--- src/rtl/fetch_ctrl_pkg.sv ---
// fetch_ctrl_pkg: shared types and constants for the fetch PC controller.
package fetch_ctrl_pkg;
    typedef enum logic [1:0] {BOOT, RUN, WAIT_MEM, WAIT_REDIR} state_t;
    typedef enum logic [1:0] {PRIO_NONE, PRIO_JUMP, PRIO_BRANCH, PRIO_EXC} prio_t;
    localparam logic [31:0] PC_INC = 32'd4;
endpackage

--- src/rtl/redirect_arbiter.sv ---
// redirect_arbiter: picks the winning redirect (exc > branch > jump) and its flush vector.
module redirect_arbiter
    import fetch_ctrl_pkg::*;
#(
    parameter logic [31:0] EXC_VECTOR = 32'h0000_0180
) (
    input  logic        exc_req,
    input  logic        branch_req,
    input  logic [31:0] branch_target,
    input  logic        jump_req,
    input  logic [31:0] jump_target,
    output logic        redirect,
    output prio_t       prio,
    output logic [31:0] target,
    output logic [2:0]  flush
);
    assign redirect = exc_req | branch_req | jump_req;
    assign prio = exc_req ? PRIO_EXC : branch_req ? PRIO_BRANCH : jump_req ? PRIO_JUMP : PRIO_NONE;
    assign target = exc_req ? EXC_VECTOR : branch_req ? branch_target : jump_req ? jump_target : '0;
    // flush = {ex, id, if}: deeper redirects kill more of the pipe
    assign flush = {exc_req, exc_req | branch_req, redirect};
endmodule

--- src/rtl/fetch_pc_controller.sv ---
// fetch_pc_controller: sequences PC writes against stalls, redirects and the imem handshake.
module fetch_pc_controller
    import fetch_ctrl_pkg::*;
#(
    parameter logic [31:0] EXC_VECTOR = 32'h0000_0180,
    parameter int          CNT_W      = 16
) (
    input  logic             clk,
    input  logic             rst,
    input  logic [31:0]      pc,
    input  logic             stall,
    input  logic             jump_req,
    input  logic [31:0]      jump_target,
    input  logic             branch_req,
    input  logic [31:0]      branch_target,
    input  logic             exc_req,
    input  logic             imem_ready,
    output logic             imem_req,
    output logic [31:0]      imem_addr,
    output logic             pc_write,
    output logic [31:0]      pc_write_value,
    output logic             fetch_valid,
    output logic             flush_if,
    output logic             flush_id,
    output logic             flush_ex,
    output logic [CNT_W-1:0] redirect_count
);
    state_t      state, next_state;
    logic        pend_valid, pend_load, pend_clear, take, active;
    prio_t       pend_prio, arb_prio;
    logic [31:0] pend_target, arb_target;
    logic        arb_redirect;
    logic [2:0]  arb_flush;

    redirect_arbiter #(.EXC_VECTOR(EXC_VECTOR)) u_arb (
        .exc_req(exc_req),
        .branch_req(branch_req),
        .branch_target(branch_target),
        .jump_req(jump_req),
        .jump_target(jump_target),
        .redirect(arb_redirect),
        .prio(arb_prio),
        .target(arb_target),
        .flush(arb_flush)
    );

    assign imem_addr = pc;
    assign active = !rst && state != BOOT;
    assign imem_req = active;
    assign {flush_ex, flush_id, flush_if} = active ? arb_flush : 3'b000;
    // a new redirect only displaces the pending one if it is at least as urgent
    assign take = arb_redirect && (!pend_valid || arb_prio >= pend_prio);

    always_comb begin
        next_state = state;
        pc_write = 1'b0;
        pc_write_value = '0;
        fetch_valid = 1'b0;
        pend_load = 1'b0;
        pend_clear = 1'b0;
        if (!rst) begin
            case (state)
                BOOT: next_state = RUN;
                RUN, WAIT_MEM: begin
                    if (imem_ready) begin
                        pc_write = arb_redirect | ~stall;
                        pc_write_value = arb_redirect ? arb_target : stall ? '0 : pc + PC_INC;
                        fetch_valid = ~arb_redirect & ~stall;
                        next_state = RUN;
                    end else begin
                        pend_load = arb_redirect;
                        next_state = arb_redirect ? WAIT_REDIR : WAIT_MEM;
                    end
                end
                WAIT_REDIR: begin
                    if (imem_ready) begin
                        pc_write = 1'b1;
                        pc_write_value = take ? arb_target : pend_target;
                        pend_clear = 1'b1;
                        next_state = RUN;
                    end else begin
                        pend_load = take;
                    end
                end
                default: next_state = BOOT;
            endcase
        end
    end

    always_ff @(posedge clk or posedge rst) begin
        if (rst) begin
            state <= BOOT;
            pend_valid <= 1'b0;
            pend_prio <= PRIO_NONE;
            pend_target <= '0;
            redirect_count <= '0;
        end else begin
            state <= next_state;
            if (pend_clear) begin
                pend_valid <= 1'b0;
                pend_prio <= PRIO_NONE;
                pend_target <= '0;
            end else if (pend_load) begin
                pend_valid <= 1'b1;
                pend_prio <= arb_prio;
                pend_target <= arb_target;
            end
            if (active && arb_redirect && !(&redirect_count))
                redirect_count <= redirect_count + 1'b1;
        end
    end
endmodule

--- config.mk ---
export PLATFORM = sky130hd
export DESIGN_NAME = fetch_pc_controller
export DESIGN_NICKNAME = d
export VERILOG_FILES = /design/src/rtl/fetch_ctrl_pkg.sv /design/src/rtl/redirect_arbiter.sv /design/src/rtl/fetch_pc_controller.sv
export SDC_FILE = /design/constraint.sdc
export NUM_CORES = 1
export LEC_CHECK = 0
export CAP_MARGIN = 20
export CORE_ASPECT_RATIO = 1.25
export CORE_MARGIN = 2
export CORE_UTILIZATION = 30
export DETAILED_ROUTE_END_ITERATION = 12
export SLEW_MARGIN = 25
export SYNTH_ARGS = -nofsm -noshare
export SYNTH_HDL_FRONTEND = slang
export SYNTH_SLANG_ARGS = --single-unit
--- constraint.sdc ---
create_clock -name clk -period 5.25 [get_ports clk]
set_input_delay 1.05 -clock clk [delete_from_list [all_inputs] [get_ports clk]]
set_output_delay 1.05 -clock clk [all_outputs]
set_load 0.02 [all_outputs]
==> run summary <==
- **flip-flop and latch count after synthesis** 53
- **vertical extent of the die** 140 um
- **worst-path cell chain** clkdlybuf4s50_1 -> nor2_1 -> inv_1 -> ha_1 -> inv_1 -> o21ai_0 -> buf_4 -> nand2_1 -> a311oi_1 -> a21oi_1 -> clkdlybuf4s50_1
- **floorplan row count** 49
- **number of standard cells after synthesis** 546
- **mean number of vias per cell** 5.70
- **effective utilization at floorplan** 0.307
- **Avg Cell Area, Syn** 8.11 sq um
- **family with the most delay on the worst path** buffers and inverters
- **most area-hungry cell type in the Yosys netlist** sky130_fd_sc_hd__dfrtp_1
- **number of max-slew violations in the final report** 0
- **destination of the worst register-to-register timing path** pend_target[23]
- **Setup-failing EPs final** 0
- **number of warnings printed during yosys synthesis** 0
- **worst reg-to-reg setup slack** 2760 ps
- **count of nets after finishing** 802
- **met3 wire length** 1180 um
- **detailed-router iteration count before antenna repair** 5
- **path category of the worst min-delay check** register to register
- **r2r worst-path depth** 7
- **TritonCTS clock tree** done
- **Top-Level Pins** 189
- **maximum vdd ir drop** 0.247 mV
- **timing-limited maximum frequency** 200 MHz
- **Max-cap violations** 0
- **gp weighted congestion** 0.919
- **critical-path cell with the highest stage delay** sky130_fd_sc_hd__clkdlybuf4s50_1
- **number of global-route vias before repair** 4,979
- **Detail Route Antenna Nets** 0
- **die area** 15,700 sq um
- **count of endpoints failing hold in the final timing report** 0
- **leading cell types by total area after synthesis** sky130_fd_sc_hd__dfrtp_1 30%, sky130_fd_sc_hd__a22oi_1 5.9%, sky130_fd_sc_hd__a22o_1 5.7%
- **GRT Overall Usage** 0.205
- **Die X** 113 um
- **source-to-sink clock delay at the later pin of the worst-skew pair** 300 ps
- **WL/cell** 19.2 um
- **hold slack final** 497 ps
- **number of cells on the critical path** 11
- **First DRT Iteration DRCs** 303
- **antenna violations before repair** 0
- **number of buffers inserted by post-CTS setup repair** 0
- **beginning of the critical path** exc_req
- **count of flip-flops with a built-in enable after synthesis** 0
- **crit path capture** pc_write_value[30]
- **CTS buffer count** 5
- **Synth Cell Area** 4430 sq um
- **Clock Skews** 6.13 ps
- **Lkg Pwr** 2.43 nW
- **RSZ-0062 raised after global routing** no
- **CTS Sinks** 53
- **clock edge transition at the registers on the reported setup and hold paths** 70 ps
- **hold-fix buffers at CTS** 0
- **Sum Neg Setup Slack** 0 ps
- **post-cts repair resize count** 0
- **endpoint type of the worst setup path** output pin
- **reg2reg start** state[0]
- **most frequently used flop master after synthesis** sky130_fd_sc_hd__dfrtp_1
- **Area Growth Syn to Fin** 46.6%
- **length of routed met2 wiring** 8320 um
- **Port Buffer Count** 188
- **post-route met1 wirelength** 6750 um
- **clock period minus final worst setup slack** 5000 ps
- **register area share after synthesis** 0.300
- **CTS Buffer Depth** 2
- **wire length of the first global-routing pass** 26,300 um
- **post-detail-place hpwl** 12,500 um
- **share of the clock period used by the worst path** 0.952
- **number of inserted diodes** 0
- **share of synthesized flip-flops with an asynchronous set or reset** 1.00
- **total wirelength of the detailed-routed design** 16,800 um
- **# H-tree levels** 2
- **buffers and inverters on the worst path** 5
- **proportion of layout cells with a drive suffix above 1** 0.0605
- **total DRC errors in the routed layout** 0
- **maximum number of pins on one net before global-route repair** 41
- **run status** complete, no violations
- **highest cell delay on the worst timing path** 590 ps
- **Core Area** 14,400 sq um
- **critical path data arrival time** 3950 ps
- **worst slew slack as a fraction of its limit** 0.466
- **power density normalized to cell area** 265 nW/um^2
- **worst-path fanout max** 10
- **Filler cells** 1,416
- **root buf cell** sky130_fd_sc_hd__clkbuf_16
- **total congestion overflow** 0
- **top cell type's share of synthesized area** 0.300
- **critical path class** input pin to output pin
- **type of origin of the critical path** input pin
- **syn nets** 655
- **library cells used by synthesis** 55
- **highest routed layer** met4
- **required arrival time at the worst endpoint** 4200 ps
- **vias after detailed routing** 4,974
- **slew at the pin closest to its max-slew limit** 801 ps
cell type report:
type                            instances  area (sq um)  share of cell area
Inverter                               16          60.1             0.00926
Sequential cell                        53          1330               0.204
Clock buffer                            5           125              0.0193
Multi-Input combinational cell        406          2620               0.404
Timing Repair Buffer                  211          2070               0.319
Tap cell                              178           223              0.0343
Clock inverter                          3          65.1              0.0100
stage by stage:
step	cells	setup WS, ps	cell area, sq um	utilization	total power [mW]
final	872	254	6490	0.450	1.72
after global routing	872	89.5	6490	0.450	1.81
after CTS	872	241	6490	0.450	1.72
after detailed placement	864	254	6300	0.437	1.29
after global placement	864	295	6300	0.437	1.28
after floorplan	546	492	4430	-	0.969
how the worst min path moves through the flow:
stage / start / end / slack [ps] / depth (start not counted)
2_1_floorplan: pend_valid / pend_valid / 450 / 2
3_3_place_gp: pend_target[11] / pend_target[11] / 470 / 1
3_5_place_dp: pend_target[11] / pend_target[11] / 480 / 1
4_1_cts: pend_target[11] / pend_target[11] / 500 / 1
5_1_grt: pend_target[11] / pend_target[11] / 510 / 1
6_report: pend_target[11] / pend_target[11] / 500 / 1
synthesized netlist by cell type, types with 3 or more instances:
cell type,n
sky130_fd_sc_hd__a22oi_1,35
sky130_fd_sc_hd__a31oi_1,5
sky130_fd_sc_hd__nand2_1,35
sky130_fd_sc_hd__dfrtp_1,53
sky130_fd_sc_hd__o211ai_1,3
sky130_fd_sc_hd__o2bb2ai_1,5
sky130_fd_sc_hd__or3_1,4
sky130_fd_sc_hd__ha_1,6
sky130_fd_sc_hd__and4_1,4
sky130_fd_sc_hd__inv_1,16
sky130_fd_sc_hd__a222oi_1,3
sky130_fd_sc_hd__clkbuf_1,25
sky130_fd_sc_hd__xor2_1,15
sky130_fd_sc_hd__xnor2_1,15
sky130_fd_sc_hd__nand3_1,24
sky130_fd_sc_hd__a32oi_1,4
sky130_fd_sc_hd__a21oi_1,38
sky130_fd_sc_hd__nor2b_1,4
sky130_fd_sc_hd__buf_4,32
sky130_fd_sc_hd__nor3_1,8
sky130_fd_sc_hd__nor4_1,16
sky130_fd_sc_hd__or4_1,4
sky130_fd_sc_hd__and3_1,4
sky130_fd_sc_hd__and2_1,6
sky130_fd_sc_hd__a22o_1,29
sky130_fd_sc_hd__a311oi_1,3
sky130_fd_sc_hd__nor2_1,48
sky130_fd_sc_hd__o21ai_0,28
sky130_fd_sc_hd__buf_2,9
sky130_fd_sc_hd__buf_1,3
sky130_fd_sc_hd__a21o_1,9
sky130_fd_sc_hd__nand4_1,12
sky130_fd_sc_hd__o31a_1,6
sky130_fd_sc_hd__nand3b_1,9
sky130_fd_sc_hd__o22ai_1,3
report_power, final:
group	leakage [nW]	switching, mW	internal (mW)	total, mW
logic	1.64	0.385	0.335	0.720
registers	0.693	0.0726	0.499	0.571
clock network	0.0938	0.153	0.273	0.426
sequential cells by signal, summed over array words and instances (netlist names):
name / count
redirect_count: 16
pend_valid: 1
pend_target: 32
pend_prio: 2
state: 2
cell families (layout without fill, tap and decap cells):
| kind of cell | Yosys count | after routing | synth area share |
|---|---|---|---|
| fa+ha+maj | 6 | 6 | 0.0170 |
| compound gates | 182 | 182 | 0.288 |
| simple gates | 186 | 186 | 0.223 |
| flops | 53 | 53 | 0.300 |
| mux | 2 | 2 | 0.00481 |
| buf+inv | 87 | 235 | 0.108 |
| xor+xnor | 30 | 30 | 0.0594 |
placed cells by master, fill, tap and decap left out, types with 2 or more instances in the layout:
master,instances
sky130_fd_sc_hd__o21a_1,2
sky130_fd_sc_hd__a21oi_1,38
sky130_fd_sc_hd__a222oi_1,3
sky130_fd_sc_hd__or3_1,4
sky130_fd_sc_hd__nor2_1,48
sky130_fd_sc_hd__o2bb2ai_1,5
sky130_fd_sc_hd__o211ai_1,3
sky130_fd_sc_hd__inv_1,15
sky130_fd_sc_hd__and4_1,4
sky130_fd_sc_hd__o21ai_0,28
sky130_fd_sc_hd__nand3_1,24
sky130_fd_sc_hd__nor2b_1,4
sky130_fd_sc_hd__a21oi_2,2
sky130_fd_sc_hd__o31a_1,6
sky130_fd_sc_hd__a21o_1,9
sky130_fd_sc_hd__buf_4,22
sky130_fd_sc_hd__clkbuf_16,5
sky130_fd_sc_hd__nand2_1,35
sky130_fd_sc_hd__a31oi_1,5
sky130_fd_sc_hd__dfrtp_1,53
sky130_fd_sc_hd__nand3b_1,9
sky130_fd_sc_hd__xor2_1,15
sky130_fd_sc_hd__nand4_1,12
sky130_fd_sc_hd__nor4_1,16
sky130_fd_sc_hd__a311oi_1,3
sky130_fd_sc_hd__and3_1,4
sky130_fd_sc_hd__or4_1,4
sky130_fd_sc_hd__a22o_1,29
sky130_fd_sc_hd__bufinv_16,2
sky130_fd_sc_hd__nor3_1,8
sky130_fd_sc_hd__a221o_1,2
sky130_fd_sc_hd__and2_1,6
sky130_fd_sc_hd__a32oi_1,4
sky130_fd_sc_hd__o22ai_1,3
sky130_fd_sc_hd__ha_1,6
sky130_fd_sc_hd__a22oi_1,35
sky130_fd_sc_hd__clkdlybuf4s50_1,188
sky130_fd_sc_hd__xnor2_1,15
metal layers:
layer / track usage / vias up
met5: 0 / -
met4: 0.0712 / 0
met3: 0.0375 / 34
met2: 0.350 / 199
met1: 0.258 / 2431
li1: - / 2310
Power figures use the tool's default switching activity.
